## config.mk

```make
export PLATFORM = sky130hd
export DESIGN_NAME = uart_rx
export DESIGN_NICKNAME = d
export VERILOG_FILES = /design/src/rtl/uart_pkg.sv /design/src/rtl/uart_baud_cnt.sv /design/src/rtl/uart_rx.sv
export SDC_FILE = /design/constraint.sdc
export NUM_CORES = 1
export LEC_CHECK = 0
export CORE_MARGIN = 2
export CORE_UTILIZATION = 40
export CTS_BUF_LIST = sky130_fd_sc_hd__clkbuf_8
export DETAILED_ROUTE_END_ITERATION = 6
export GPL_ROUTABILITY_DRIVEN = 0
export GPL_TIMING_DRIVEN = 0
export PLACE_DENSITY = 0.57
export SETUP_SLACK_MARGIN = 0.3
export SLEW_MARGIN = 20
export SYNTH_ARGS = -nofsm -noshare
export SYNTH_HDL_FRONTEND = slang
export SYNTH_SLANG_ARGS = --single-unit
```

## constraint.sdc

```tcl
create_clock -name clk -period 2.1 [get_ports clk]
set_input_delay 0.42 -clock clk [delete_from_list [all_inputs] [get_ports clk]]
set_output_delay 0.42 -clock clk [all_outputs]
set_load 0.03 [all_outputs]
```

## src/rtl/uart_pkg.sv

```systemverilog
// Shared UART definitions: receiver/transmitter state encoding, parity modes
// and the parity check helper.
package uart_pkg;

    typedef enum logic [2:0] {
        ST_IDLE   = 3'd0,
        ST_START  = 3'd1,
        ST_DATA   = 3'd2,
        ST_PARITY = 3'd3,
        ST_STOP   = 3'd4,
        ST_BREAK  = 3'd5
    } uart_state_t;

    localparam logic PARITY_ODD  = 1'b0;
    localparam logic PARITY_EVEN = 1'b1;

    // Even mode wants XOR(data, parity bit) == 0, odd mode wants it == 1.
    function automatic logic parity_ok(input logic [7:0] data,
                                       input logic       pbit,
                                       input logic       mode);
        return (((^data) ^ pbit) == ~mode);
    endfunction

endpackage

```

## src/rtl/uart_baud_cnt.sv

```systemverilog
// Bit-period counter: free-running modulo BIT_CNT, with a half-period tick
// for the start-bit centre and a full-period tick for every later bit centre.
module uart_baud_cnt #(
    parameter int BIT_CNT  = 100,
    parameter int HALF_CNT = 50
) (
    input  logic clk,
    input  logic rst,
    input  logic i_clr,
    output logic o_half,
    output logic o_full
);

    localparam int CNT_W = $clog2(BIT_CNT) + 1;

    logic [CNT_W-1:0] r_cnt;

    assign o_half = (r_cnt == CNT_W'(HALF_CNT - 1));
    assign o_full = (r_cnt == CNT_W'(BIT_CNT - 1));

    // Counter register: restart on request, wrap after a full bit period.
    always_ff @(posedge clk or posedge rst) begin
        if (rst) begin
            r_cnt <= '0;
        end else if (i_clr || o_full) begin
            r_cnt <= '0;
        end else begin
            r_cnt <= r_cnt + CNT_W'(1);
        end
    end

endmodule

```

## src/rtl/uart_rx.sv

```systemverilog
// UART receiver: 8 data bits LSB first, one parity bit, one stop bit.
// Errored bytes are still delivered, flagged by parity_err_o / frame_err_o.
module uart_rx
    import uart_pkg::*;
#(
    parameter int CLK_FREQ        = 100000000,
    parameter int UART_RATE       = 1000000,
    parameter int PARITY_ODD_EVEN = 1
) (
    input  logic       clk,
    input  logic       rst,
    input  logic       uart_rxd,
    output logic [7:0] data_o,
    output logic       valid_o,
    output logic       parity_err_o,
    output logic       frame_err_o,
    output logic       busy_o
);

    localparam int   BIT_CNT  = CLK_FREQ / UART_RATE;
    localparam int   HALF_CNT = BIT_CNT / 2;
    localparam logic L_MODE   = (PARITY_ODD_EVEN != 0) ? PARITY_EVEN : PARITY_ODD;

    logic        r_sync1;
    logic        r_sync2;
    logic        r_rxd_prev;
    uart_state_t r_state;
    logic [7:0]  r_shift;
    logic [2:0]  r_bit_idx;
    logic        r_pbit;

    uart_state_t w_next;
    logic        w_clr;
    logic        w_half;
    logic        w_full;
    logic        w_shift_en;
    logic        w_pbit_en;
    logic        w_done;

    uart_baud_cnt #(
        .BIT_CNT  (BIT_CNT),
        .HALF_CNT (HALF_CNT)
    ) u_baud_cnt (
        .clk    (clk),
        .rst    (rst),
        .i_clr  (w_clr),
        .o_half (w_half),
        .o_full (w_full)
    );

    // Two-flop synchronizer plus one history flop for falling-edge detection.
    always_ff @(posedge clk or posedge rst) begin
        if (rst) begin
            r_sync1    <= 1'b1;
            r_sync2    <= 1'b1;
            r_rxd_prev <= 1'b1;
        end else begin
            r_sync1    <= uart_rxd;
            r_sync2    <= r_sync1;
            r_rxd_prev <= r_sync2;
        end
    end

    // Next-state and control decode.
    always_comb begin
        w_next     = r_state;
        w_clr      = 1'b0;
        w_shift_en = 1'b0;
        w_pbit_en  = 1'b0;
        w_done     = 1'b0;
        case (r_state)
            ST_IDLE: begin
                if (r_rxd_prev && !r_sync2) begin
                    w_next = ST_START;
                    w_clr  = 1'b1;
                end else begin
                    w_next = ST_IDLE;
                end
            end
            ST_START: begin
                if (w_half) begin
                    w_clr  = 1'b1;
                    w_next = r_sync2 ? ST_IDLE : ST_DATA;
                end else begin
                    w_next = ST_START;
                end
            end
            ST_DATA: begin
                if (w_full) begin
                    w_shift_en = 1'b1;
                    w_next     = (r_bit_idx == 3'd7) ? ST_PARITY : ST_DATA;
                end else begin
                    w_next = ST_DATA;
                end
            end
            ST_PARITY: begin
                if (w_full) begin
                    w_pbit_en = 1'b1;
                    w_next    = ST_STOP;
                end else begin
                    w_next = ST_PARITY;
                end
            end
            ST_STOP: begin
                if (w_full) begin
                    w_done = 1'b1;
                    w_next = r_sync2 ? ST_IDLE : ST_BREAK;
                end else begin
                    w_next = ST_STOP;
                end
            end
            ST_BREAK: begin
                if (r_sync2) begin
                    w_next = ST_IDLE;
                end else begin
                    w_next = ST_BREAK;
                end
            end
            default: begin
                w_next = ST_IDLE;
            end
        endcase
    end

    // State register; busy follows the state being entered so it stays registered.
    always_ff @(posedge clk or posedge rst) begin
        if (rst) begin
            r_state <= ST_IDLE;
            busy_o  <= 1'b0;
        end else begin
            r_state <= w_next;
            busy_o  <= (w_next != ST_IDLE);
        end
    end

    // Receive datapath: LSB-first shift register, bit index and parity bit capture.
    always_ff @(posedge clk or posedge rst) begin
        if (rst) begin
            r_shift   <= 8'h00;
            r_bit_idx <= 3'd0;
            r_pbit    <= 1'b0;
        end else begin
            if (w_clr) begin
                r_bit_idx <= 3'd0;
            end else if (w_shift_en) begin
                r_bit_idx <= r_bit_idx + 3'd1;
            end
            if (w_shift_en) begin
                r_shift <= {r_sync2, r_shift[7:1]};
            end
            if (w_pbit_en) begin
                r_pbit <= r_sync2;
            end
        end
    end

    // Result outputs: one-cycle valid pulse, payload and flags held until the next frame.
    always_ff @(posedge clk or posedge rst) begin
        if (rst) begin
            data_o       <= 8'h00;
            valid_o      <= 1'b0;
            parity_err_o <= 1'b0;
            frame_err_o  <= 1'b0;
        end else begin
            valid_o <= w_done;
            if (w_done) begin
                data_o       <= r_shift;
                parity_err_o <= ~parity_ok(r_shift, r_pbit, L_MODE);
                frame_err_o  <= ~r_sync2;
            end
        end
    end

endmodule
```

==> out/results.md <==
| Step | Result | Value |
|---|---|---|
| sta | Least-Margin Pin Slew | 0.771 ns |
| flow run | Number of violations of the max-capacitance limit | 0 |
| clocking | Clock buffers created by TritonCTS | 5 |
| final layout | Share of cells above drive strength 1 | 31.2% |
| synth | Post-synth top area cell | sky130_fd_sc_hd__dfrtp_1 |
| global routing | Grt ovf | 0 |
| synth | Library cell with the highest instance count after synthesis | sky130_fd_sc_hd__dfrtp_1 |
| critical path | CP startpoint kind | register |
| floorplanning | Core Rows | 24 |
| synth | Proportion of synthesized flip-flops having asynchronous set or reset | 100% |
| synth | Flops & latches, synth | 38 |
| global routing | Global-route wire length before repair | 5.32 mm |
| sta | Count of endpoints failing hold in the final timing report | 0 |
| routing | Wire length per cell after detailed routing | 13.9 um |
| synth | Main synth FF type | sky130_fd_sc_hd__dfrtp_1 |
| global routing | Maximum number of pins on one net before global-route repair | 39 |
| final layout | Number of nets at the end of the flow | 176 |
| synth | Distinct cells, synth | 32 |
| place | # port buffers | 14 |
| sta | Count of endpoints failing setup in the final report | 0 |
| routing | 1st-pass router iterations | 4 |
| sta | Worst slack on hold paths | 0.358 ns |
| clocking | Total number of clock tree sinks | 38 |
| synth | Warnings from Yosys | 0 |
| synth | Synth Net Count | 141 |
| synth | Share of synthesized area occupied by flip-flops and latches | 54.2% |
| clocking | TritonCTS clock tree | done |
| sta | Final setup margin | 0.275 ns |
| final layout | Layout Utilization | 52.3% |
| synth | Cell area after synthesis | 1760 um^2 |
| synth | Average footprint of a synthesized cell | 13.1 um^2 |
| synth | Synth cell count leaders | sky130_fd_sc_hd__dfrtp_1 (35), sky130_fd_sc_hd__nor2_1 (14), sky130_fd_sc_hd__mux2_2 (12) |
| final layout | Signed area change from the synthesized netlist to the final layout | 27.4% |
| floorplanning | Standard cell core area | 4290 um^2 |
| critical path | Critical Path Max Stage Delay | 0.39 ns |
| sta | Worst clock skew on the final layout | 0.00685 ns |
| worst hold path | Worst min-delay path category | reg2reg |
| synth | Cell count after synthesis | 134 |
| pwr | Power density over the cells | 865 nW/um^2 |
| sta | Setup repair after global routing missed its margin | yes |
| global routing | Number of antenna violations at the first check in global routing | 0 |
| routing | DR vias/cell | 4.98 |
| status | Status | completed |
| critical path | Class of the most critical setup path | reg2reg |
| critical path | Reg2Reg Setup Slack | 0.28 ns |
| floorplanning | IO Count | 15 |
| synth | Share of Yosys cell area claimed by the top area cell type | 49.7% |
| clocking | Clock latency at the later pin of the worst-skew pair | 0.29 ns |
| global routing | Vias in the first global route | 1119 |
| critical path | Critical path data arrival time | 2.00 ns |
| pwr | VDD IR max | 0.464 mV |
| critical path | CP endpoint kind | register |
| sta | Crit share post-route | 86.9% |
| synth | Count of flip-flops with a built-in enable after synthesis | 0 |
| sta | F_max | 548 MHz |
| routing | DRC Markers | 0 |
| place | HPWL after detailed placement | 1.92 mm |
| routing | Count of vias placed by the detailed router | 1105 |
| critical path | List of cells traversed by the critical path | or3_4, buf_6, nor4b_4, buf_6, mux2_4 |
| floorplanning | Starting Density | 41.0% |
| sta | Fin. max-slew vios | 0 |
| sta | Minimum clock period | 1.82 ns |
| pwr | LEAKAGE | 1.08 nW |
| floorplanning | Die extent in y | 70.4 um |
| sta | Worst slew margin | 48.5% |
| clocking | H-tree Lvls | 2 |
| critical path | Max Fanout on Critical Path | 8 |
| floorplanning | Die width | 70.4 um |
| final layout | Antenna Diode Count | 0 |
| clocking | Clock-pin transition on the worst setup and hold timing paths | 0.07 ns |
| clocking | Clock root buffer | sky130_fd_sc_hd__clkbuf_8 |
| global routing | Total global routing track utilization | 13.8% |
| clocking | Clock Path Buffers | 2 |
| routing | Antenna violation net count after detailed routing | 0 |
| critical path | WP data required | 2.27 ns |
| critical path | Critical Path Most Common Cell | sky130_fd_sc_hd__buf_6 |
| routing | Post-Route WL | 3.08 mm |
| place | Worst-case setup slack after placement | -0.0148 ns |
| clocking | Number of hold buffers added after cts | 0 |
| critical path | Cell with the largest stage delay on the worst path | sky130_fd_sc_hd__or3_4 |
| routing | Violation count after the first detailed-routing iteration | 38 |
| synth | Cell types occupying the most area after synthesis | sky130_fd_sc_hd__dfrtp_1 (50%), sky130_fd_sc_hd__mux2_2 (7.7%), sky130_fd_sc_hd__mux2_4 (6.0%) |
| floorplanning | Die Footprint | 4950 um^2 |
==> final cells by class <==
type / instances / area [um^2]
inverters: 2 / 7.51
repair buffers: 28 / 251
clock inverters: 3 / 37.5
plain buffers: 4 / 38.8
fillers: 373 / 2050
multi-input cells: 90 / 820
well taps: 52 / 65.1
flip-flops and latches: 38 / 956
clock buffers: 5 / 68.8
==> through the flow <==
stage	setup TNS (ns)	instance area (um^2)	power, W	cells
detailed placement	-0.0864	1980	0.00127	200
global placement	0	1980	0.00126	200
floorplan	0	1780	0.00119	134
global route	0	2240	0.00205	222
finish	0	2240	0.00194	222
CTS	0	2230	0.00193	222
==> cells by family (layout without fill, tap and decap cells) <==
kind of cell | Yosys count | in the layout | synth area share, %
AO/OA/AOI/OAI | 12 | 12 | 4.76
XOR/XNOR | 14 | 14 | 7.74
adder cells (fa/ha/maj) | 4 | 4 | 2.84
buffers and inverters | 6 | 42 | 2.63
flip-flops | 38 | 38 | 54.2
multiplexers | 21 | 21 | 14.8
AND/OR/NAND/NOR | 39 | 39 | 13.1
==> cells in the final DEF (no fill, tap or decap), drive strengths merged, types with 5 or more instances in the layout <==
cell type	n
buf	18
clkbuf	5
clkdlybuf4s50	13
dfrtp	35
mux2	19
nor2	14
xnor2	9
==> final timing paths <==
| kind | to | from | depth (start not counted) |
|---|---|---|---|
| setup / recovery | r_shift[5] | u_baud_cnt.r_cnt[2] | 5 |
| hold / removal | r_sync2 | r_sync1 | 0 |
| setup reg to reg | r_shift[5] | u_baud_cnt.r_cnt[2] | 5 |
| hold reg to reg | r_sync2 | r_sync1 | 0 |
| max in group asynchronous | u_baud_cnt.r_cnt[1] | rst | 2 |
| min in group asynchronous | r_pbit | rst | 2 |
==> power by group <==
group | total [W] | switching (W) | internal [W]
registers | 0.000902 | 0.0000823 | 0.000820
logic | 0.000454 | 0.000232 | 0.000222
clock network | 0.000586 | 0.000241 | 0.000345
==> state kept, by name (all words and copies together), names as in the netlist <==
register,count
data_o,8
r_shift,8
u_baud_cnt.r_cnt,8
r_bit_idx,3
r_state,3
busy_o,1
frame_err_o,1
parity_err_o,1
r_pbit,1
r_rxd_prev,1
r_sync1,1
r_sync2,1
valid_o,1
==> what timing repair did <==
action                     CTS  global route
setup buffers               12             0
gates cloned                 2             0
pin swaps                    3             0
gates resized for setup     10             4
setup endpoints to repair   32            31
==> worst max-delay path: cells and delay by family (launching register included) <==
| family | cells | cell delay [ns] |
|---|---|---|
| simple gates | 2 | 0.69 |
| flops | 1 | 0.38 |
| buf+inv | 2 | 0.34 |
| mux | 1 | 0.30 |
==> layer usage <==
layer  routed length, um  vias up  GRT usage (%)  part of all wire (%)
met5                   0        -              0                     0
met4                  55        0           5.13                   1.8
met3                  88        5           4.33                   2.9
met2                1370       17           19.7                    44
met1                1560      547           19.5                    51
li1                    -      536              -                     -
No activity file was read; power rests on OpenSTA's default activity.
